==> config.mk <==
export PLATFORM = sky130hd
export DESIGN_NAME = h2bp_alu_seq
export DESIGN_NICKNAME = d
export VERILOG_FILES = /design/src/rtl/h2bp_alu_seq.sv
export SDC_FILE = /design/constraint.sdc
export NUM_CORES = 1
export LEC_CHECK = 0
export BUFFER_PORTS_ARGS = -buffer_cell sky130_fd_sc_hd__buf_2
export CORE_MARGIN = 2
export CORE_UTILIZATION = 50
export CTS_CLUSTER_SIZE = 24
export DETAILED_ROUTE_END_ITERATION = 8
export GPL_TIMING_DRIVEN = 1
export HOLD_SLACK_MARGIN = 0.05
export PLACE_DENSITY = 0.77
export SLEW_MARGIN = 10
export SYNTH_ARGS = -nofsm -noshare
export SYNTH_HDL_FRONTEND = slang
export SYNTH_SLANG_ARGS = --single-unit
==> constraint.sdc <==
create_clock -name clk -period 12.5 [get_ports clk]
set_clock_uncertainty 0.2 [all_clocks]
set_input_delay 1.875 -clock clk [delete_from_list [all_inputs] [get_ports clk]]
set_output_delay 1.875 -clock clk [all_outputs]
set_load 0.05 [all_outputs]
==> src/rtl/h2bp_alu_seq.sv <==
// Sequential H2BP ALU: single-cycle arithmetic/logic/shift ops plus iterative
// shift-add multiply and restoring divide, behind valid/ready handshakes.
module h2bp_alu_seq #(
  parameter int WIDTH = 32
) (
  input  logic             clk,
  input  logic             rst_n,
  input  logic             in_valid,
  output logic             in_ready,
  input  logic [2:0]       op,
  input  logic [WIDTH-1:0] a,
  input  logic [WIDTH-1:0] b,
  output logic             out_valid,
  input  logic             out_ready,
  output logic [WIDTH-1:0] result,
  output logic [WIDTH-1:0] remainder,
  output logic [3:0]       flags,
  output logic             div_by_zero
);

  localparam logic [2:0] OP_ADD    = 3'd0;
  localparam logic [2:0] OP_SUB    = 3'd1;
  localparam logic [2:0] OP_MULT   = 3'd2;
  localparam logic [2:0] OP_DIV    = 3'd3;
  localparam logic [2:0] OP_AND    = 3'd4;
  localparam logic [2:0] OP_OR     = 3'd5;
  localparam logic [2:0] OP_LSHIFT = 3'd6;
  localparam logic [2:0] OP_RSHIFT = 3'd7;

  localparam int              CW       = $clog2(WIDTH);
  localparam logic [CW-1:0]   CNT_LAST = CW'(WIDTH - 1);
  localparam logic [WIDTH-1:0] W_VAL   = WIDTH'(WIDTH);

  typedef enum logic [1:0] {IDLE, MUL, DIV, DONE} state_t;

  state_t           state_q, state_d;
  logic [CW-1:0]    cnt_q;
  logic [WIDTH-1:0] acc_q, lo_q, opnd_q;
  logic             accept, busy, last;

  logic [WIDTH:0]   sum_ext, dif_ext, shl_ext, shr_ext;
  logic             big_shift;
  logic [WIDTH-1:0] fast_res, fast_rem;
  logic             fast_c, fast_v, fast_dbz;

  logic [WIDTH:0]   mul_sum, div_sh, div_df;
  logic [WIDTH-1:0] mul_acc_n, mul_lo_n, div_acc_n, div_lo_n;

  // Flag vector layout: {zero, negative, carry, overflow}.
  function automatic logic [3:0] pack_flags(input logic [WIDTH-1:0] r,
                                            input logic c, input logic v);
    return {(r == '0), r[WIDTH-1], c, v};
  endfunction

  assign in_ready  = (state_q == IDLE);
  assign out_valid = (state_q == DONE);
  assign accept    = in_valid && (state_q == IDLE);
  assign busy      = (state_q == MUL) || (state_q == DIV);
  assign last      = (cnt_q == CNT_LAST);

  always_comb begin
    sum_ext   = {1'b0, a} + {1'b0, b};
    dif_ext   = {1'b0, a} - {1'b0, b};
    shl_ext   = {1'b0, a} << b;
    shr_ext   = {a, 1'b0} >> b;
    big_shift = (b >= W_VAL);
    fast_res  = '0;
    fast_rem  = '0;
    fast_c    = 1'b0;
    fast_v    = 1'b0;
    fast_dbz  = 1'b0;
    case (op)
      OP_ADD: begin
        fast_res = sum_ext[WIDTH-1:0];
        fast_c   = sum_ext[WIDTH];
        fast_v   = (a[WIDTH-1] == b[WIDTH-1]) && (sum_ext[WIDTH-1] != a[WIDTH-1]);
      end
      OP_SUB: begin
        fast_res = dif_ext[WIDTH-1:0];
        fast_c   = dif_ext[WIDTH];
        fast_v   = (a[WIDTH-1] != b[WIDTH-1]) && (dif_ext[WIDTH-1] != a[WIDTH-1]);
      end
      OP_AND: fast_res = a & b;
      OP_OR:  fast_res = a | b;
      // Extra bit above/below the operand catches the last bit shifted out.
      OP_LSHIFT: if (!big_shift) begin
        fast_res = shl_ext[WIDTH-1:0];
        fast_c   = shl_ext[WIDTH];
      end
      OP_RSHIFT: if (!big_shift) begin
        fast_res = shr_ext[WIDTH:1];
        fast_c   = shr_ext[0];
      end
      // Only reaches the output path when the divisor is zero.
      OP_DIV: begin
        fast_res = '1;
        fast_rem = a;
        fast_dbz = 1'b1;
        fast_v   = 1'b1;
      end
      default: ;
    endcase
  end

  always_comb begin
    mul_sum   = {1'b0, acc_q} + (lo_q[0] ? {1'b0, opnd_q} : '0);
    mul_acc_n = mul_sum[WIDTH:1];
    mul_lo_n  = {mul_sum[0], lo_q[WIDTH-1:1]};
    div_sh    = {acc_q, lo_q[WIDTH-1]};
    div_df    = div_sh - {1'b0, opnd_q};
    div_acc_n = div_df[WIDTH] ? div_sh[WIDTH-1:0] : div_df[WIDTH-1:0];
    div_lo_n  = {lo_q[WIDTH-2:0], ~div_df[WIDTH]};
  end

  always_comb begin
    state_d = state_q;
    case (state_q)
      IDLE: if (in_valid) begin
        if (op == OP_MULT)                  state_d = MUL;
        else if (op == OP_DIV && b != '0)   state_d = DIV;
        else                                state_d = DONE;
      end
      MUL:     if (last) state_d = DONE;
      DIV:     if (last) state_d = DONE;
      DONE:    if (out_ready) state_d = IDLE;
      default: state_d = IDLE;
    endcase
  end

  // Control and output registers
  always_ff @(posedge clk or negedge rst_n) begin
    if (!rst_n) begin
      state_q     <= IDLE;
      cnt_q       <= '0;
      result      <= '0;
      remainder   <= '0;
      flags       <= '0;
      div_by_zero <= 1'b0;
    end else begin
      state_q <= state_d;
      if (accept)             cnt_q <= '0;
      else if (busy && !last) cnt_q <= cnt_q + CW'(1);

      if (accept && state_d == DONE) begin
        result      <= fast_res;
        remainder   <= fast_rem;
        flags       <= pack_flags(fast_res, fast_c, fast_v);
        div_by_zero <= fast_dbz;
      end else if (state_q == MUL && last) begin
        result      <= mul_lo_n;
        remainder   <= '0;
        flags       <= pack_flags(mul_lo_n, (mul_acc_n != '0), 1'b0);
        div_by_zero <= 1'b0;
      end else if (state_q == DIV && last) begin
        result      <= div_lo_n;
        remainder   <= div_acc_n;
        flags       <= pack_flags(div_lo_n, 1'b0, 1'b0);
        div_by_zero <= 1'b0;
      end
    end
  end

  // Iteration datapath: {acc_q, lo_q} is the running product or {remainder, quotient}
  always_ff @(posedge clk) begin
    if (accept) begin
      acc_q  <= '0;
      lo_q   <= (op == OP_MULT) ? b : a;
      opnd_q <= (op == OP_MULT) ? a : b;
    end else if (state_q == MUL) begin
      acc_q <= mul_acc_n;
      lo_q  <= mul_lo_n;
    end else if (state_q == DIV) begin
      acc_q <= div_acc_n;
      lo_q  <= div_lo_n;
    end
  end

endmodule

==> results list <==
- Leakage power of the design: 9.748 nW
- At the end of routability-driven placement, the weighted congestion stood at between 1 and 1.5.
- Compound-Gate Fraction of Synth Area: 28.67%
- For this run, the leading register cell type out of synthesis is sky130_fd_sc_hd__dfrtp_1.
* Per-instance average area after synthesis: 7.782 µm²
- The Yosys step of the flow raised 0 warnings.
* Global-route wire length before repair: 149.6 mm
* Die height: 212.1 µm
- Starting utilization of the core area: 50.50%
- Final sum of negative setup slack: 0 ns
- CP Max Fanout: 29
- Proportion of synthesized area in mux cells: around an eighth
* Number of cells produced by synthesis: between 2,000 and 3,000
- The number of global-route vias before repair was approximately 23,000.
* Fraction of registers with async set/reset: 43.86%
- DRC: 0
- After Yosys synthesis, full adders, half adders and majority gates account for around a tenth of the synthesized area.
* Critical Path Most Common Cell: sky130_fd_sc_hd__or4_1
- After synthesis the cells add up to 21,660 µm².
- Synthesized flop and latch total: 171
- On the critical path, the stage with the largest delay is an instance of sky130_fd_sc_hd__nor4_1.
- Post-layout net count: 3,016
- Synth unique cells: 91
* Worst slack on hold paths: 0.2889 ns
- Area added between synthesis and finish: 7.105%
* Worst-margin pin slew: between 1 and 1.5 ns
* Cell accounting for the most synthesized area: sky130_fd_sc_hd__ha_1
* # Max-Cap Violations: 0
* Power Dens Cells: 220.4 nW/µm²
- Post-DP HPWL: about 77 mm
- Synthesis produced a netlist with a net count of 3,024.
- Pin count of the biggest net entering global routing: 73
- Global routing consumed, over all layers together, 45.70% of the routing resources.
- Worst Setup Start Kind: input pin
- The worst path uses around three fifths of the clock period.
- Register area share after synthesis: roughly 20%
- Summed over all layers, the routed wires come to 104.3 mm.
- Initial antenna violation count: 7
- Placeable core region: 42,890 µm²
* Max-slew headroom: 17.01%
- Number of core rows: 76
- Root Buffer Master: sky130_fd_sc_hd__clkbuf_16
* CTS buffer count: 17
- Postcts setup bufs: 0
- The total overflow left after global routing is 0.
* Number of flops mapped to enable cells by yosys: 64
- The H-tree generated during clock tree synthesis spans 4 levels.
- In the routed layout, each cell is associated on average with a via count of a little over 7.
* Detail-routed net length per standard cell: 30.91 µm
* Fmax: 0.1304 GHz
- CP max stage delay: 0.73 ns
* Class of the most critical hold timing path: flop to flop
- In this run the horizontal extent of the chip is 212.1 µm.
* Crit path capture type: flop
* Buffers on Ports: 141
- After clock tree synthesis, the repair step resized 0 gates.
- Drt initial violations: 3,594
- Number of nets with antenna violations after routing: 0
* Clock transition at the registers of the reported paths: 0.07 ns
- TritonCTS built the clock tree.
- Traced cell by cell, the critical path runs through buf_2 -> buf_4 -> clkinv_1 -> ha_1 -> and3_1 -> a22oi_1 -> o21a_1 -> o21ai_0 -> a221oi_1 -> o221ai_1 -> or4_1 -> nor4_1 -> nand3_1 -> or4_1 -> or4_1 -> o21ai_1.
- Die Footprint: 45,000 µm²
* Top cells by area, synth: sky130_fd_sc_hd__ha_1 (9.6%), sky130_fd_sc_hd__edfxtp_1 (8.9%), sky130_fd_sc_hd__dfrtp_1 (8.7%), sky130_fd_sc_hd__a21oi_1 (5.6%), sky130_fd_sc_hd__mux4_2 (5.6%)
* Library cell with the highest instance count after synthesis: sky130_fd_sc_hd__nand2_1
* Max Root-Sink Buffers: 2
* Proportion of layout cells with a drive suffix above 1: between 10% and 20%
- Setup repair after global routing missed its margin: false
- Simple-gate share of the synthesized area: a little under a fifth
- The later pin in the worst-skew pair is clocked with a latency of 0.50 ns.
* Required time of the worst setup path: 12.73 ns
- Routed via count: between 20,000 and 25,000
- The hold violation count in the final report is 0.
- VDD sags by at most approximately 0.36 mV.
* Num Clock Sinks: 171
- Commonest cells in the netlist: sky130_fd_sc_hd__nand2_1 (271), sky130_fd_sc_hd__a21oi_1 (243), sky130_fd_sc_hd__nor2_1 (241)
- The synthesized netlist devotes around 2.7% of its cell area to XOR and XNOR gates.
- The share of synthesized area in the top cell type comes to roughly a tenth.
- Clock period minus final worst setup slack: 7.667 ns
- In this run the count of I/O pins placed on the die edge is 142.
- Final count of negative-setup-slack endpoints: 0
- The count of pins over their slew limit was 0.
- Before antenna repair, the detailed router went through 7 iterations.
* Main combinational cell family by area after synthesis: compound AO/OA/AOI/OAI gates
- Run status: completed
- Count of hold buffers inserted by post-cts repair: 0
- Data arrival time of the critical path: 7.89 ns
- The setup path with the least slack is of type input pin to flop.
* Post-layout power: 0.005112 W
critical path, delay by kind of cell:
| family | cells | cell delay [ns] |
|---|---|---|
| fa+ha+maj | 1 | 0.69 |
| compound gates | 6 | 1.34 |
| simple gates | 6 | 2.89 |
| buf+inv | 3 | 1.10 |
per-stage QoR:
stage          cell area (µm²)  setup WS [ns]  utilization [%]  instances
3_3_place_gp             22620          4.614            52.74       3341
6_report                 23200          4.833            54.09       3375
2_1_floorplan            21660          5.089                -       2783
3_5_place_dp             22620          4.564            52.74       3341
5_1_grt                  23190          4.423            54.08       3373
4_1_cts                  23190          5.062            54.08       3373
power by group:
| group | leakage (nW) | internal [W] | switching (W) |
|---|---|---|---|
| combinational | 7.70 | 0.00115 | 0.00222 |
| clock | 0.286 | 0.000279 | 0.000280 |
| sequential | 1.77 | 0.000884 | 0.000294 |
| total | 9.75 | 0.00232 | 0.00279 |
state kept, by name, summed over array words and instances, names as in the netlist:
name	flops
acc_q	32
cnt_q	5
div_by_zero	1
flags	4
lo_q	32
opnd_q	32
remainder	32
result	31
state_q	2
routing by layer:
| metal | vias to the layer above | part of all wire [%] | track usage, % |
|---|---|---|---|
| met5 | - | 0.040 | 0 |
| met2 | 1727 | 43 | 69.20 |
| li1 | 10330 | - | - |
| met3 | 448 | 12 | 13.21 |
| met1 | 11528 | 37 | 56.36 |
| met4 | 6 | 7.9 | 30.82 |
path summary, 6_finish.rpt:
kind,from,to,slack (ns),cells after the start
max reg2reg,lo_q[31],remainder[7],6.71,16
min in group asynchronous,rst_n,result[14],0.95,1
max in group asynchronous,rst_n,remainder[4],9.76,2
min reg2reg,div_by_zero,div_by_zero,0.29,1
max,b[4],flags[3],4.83,16
min,div_by_zero,div_by_zero,0.29,1
cells in the final DEF, fill, tap and decap left out, drive strengths merged, types with 16 or more instances in the layout:
cell type,count
o21ai,235
nor3,68
a21oi,244
nand3,53
edfxtp,64
mux2,31
clkbuf,21
and3,17
dfrtp,75
buf,187
o21a,22
o211ai,29
nand2b,31
mux4,59
o22ai,41
nor2,241
inv,167
nand2,271
o221a,21
ha,166
a21o,57
mux2i,105
nor4,24
or3,16
and2,41
a211oi,63
dfxtp,32
a31oi,24
xnor2,47
nor2b,25
nand4,20
xor2,20
area by class of cell:
class	instances	area, µm²
antenna	2	5.005
fill	4075	19690
inverter	160	600.6
sequential	171	4439
timing repair buffer	187	1056
clock inverter	11	101.3
clock buffer	21	473.0
tap	585	732.0
multi-input combinational	2238	15790
kinds of logic (layout without fill, tap and decap cells):
family | after synthesis | count (layout)
compound gates | 949 | 949
xor+xnor | 67 | 67
fa+ha+maj | 170 | 170
buf+inv | 374 | 379
flops | 171 | 171
mux | 195 | 195
other cells | 0 | 2
simple gates | 857 | 857
No activity file was read; power rests on OpenSTA's default activity.
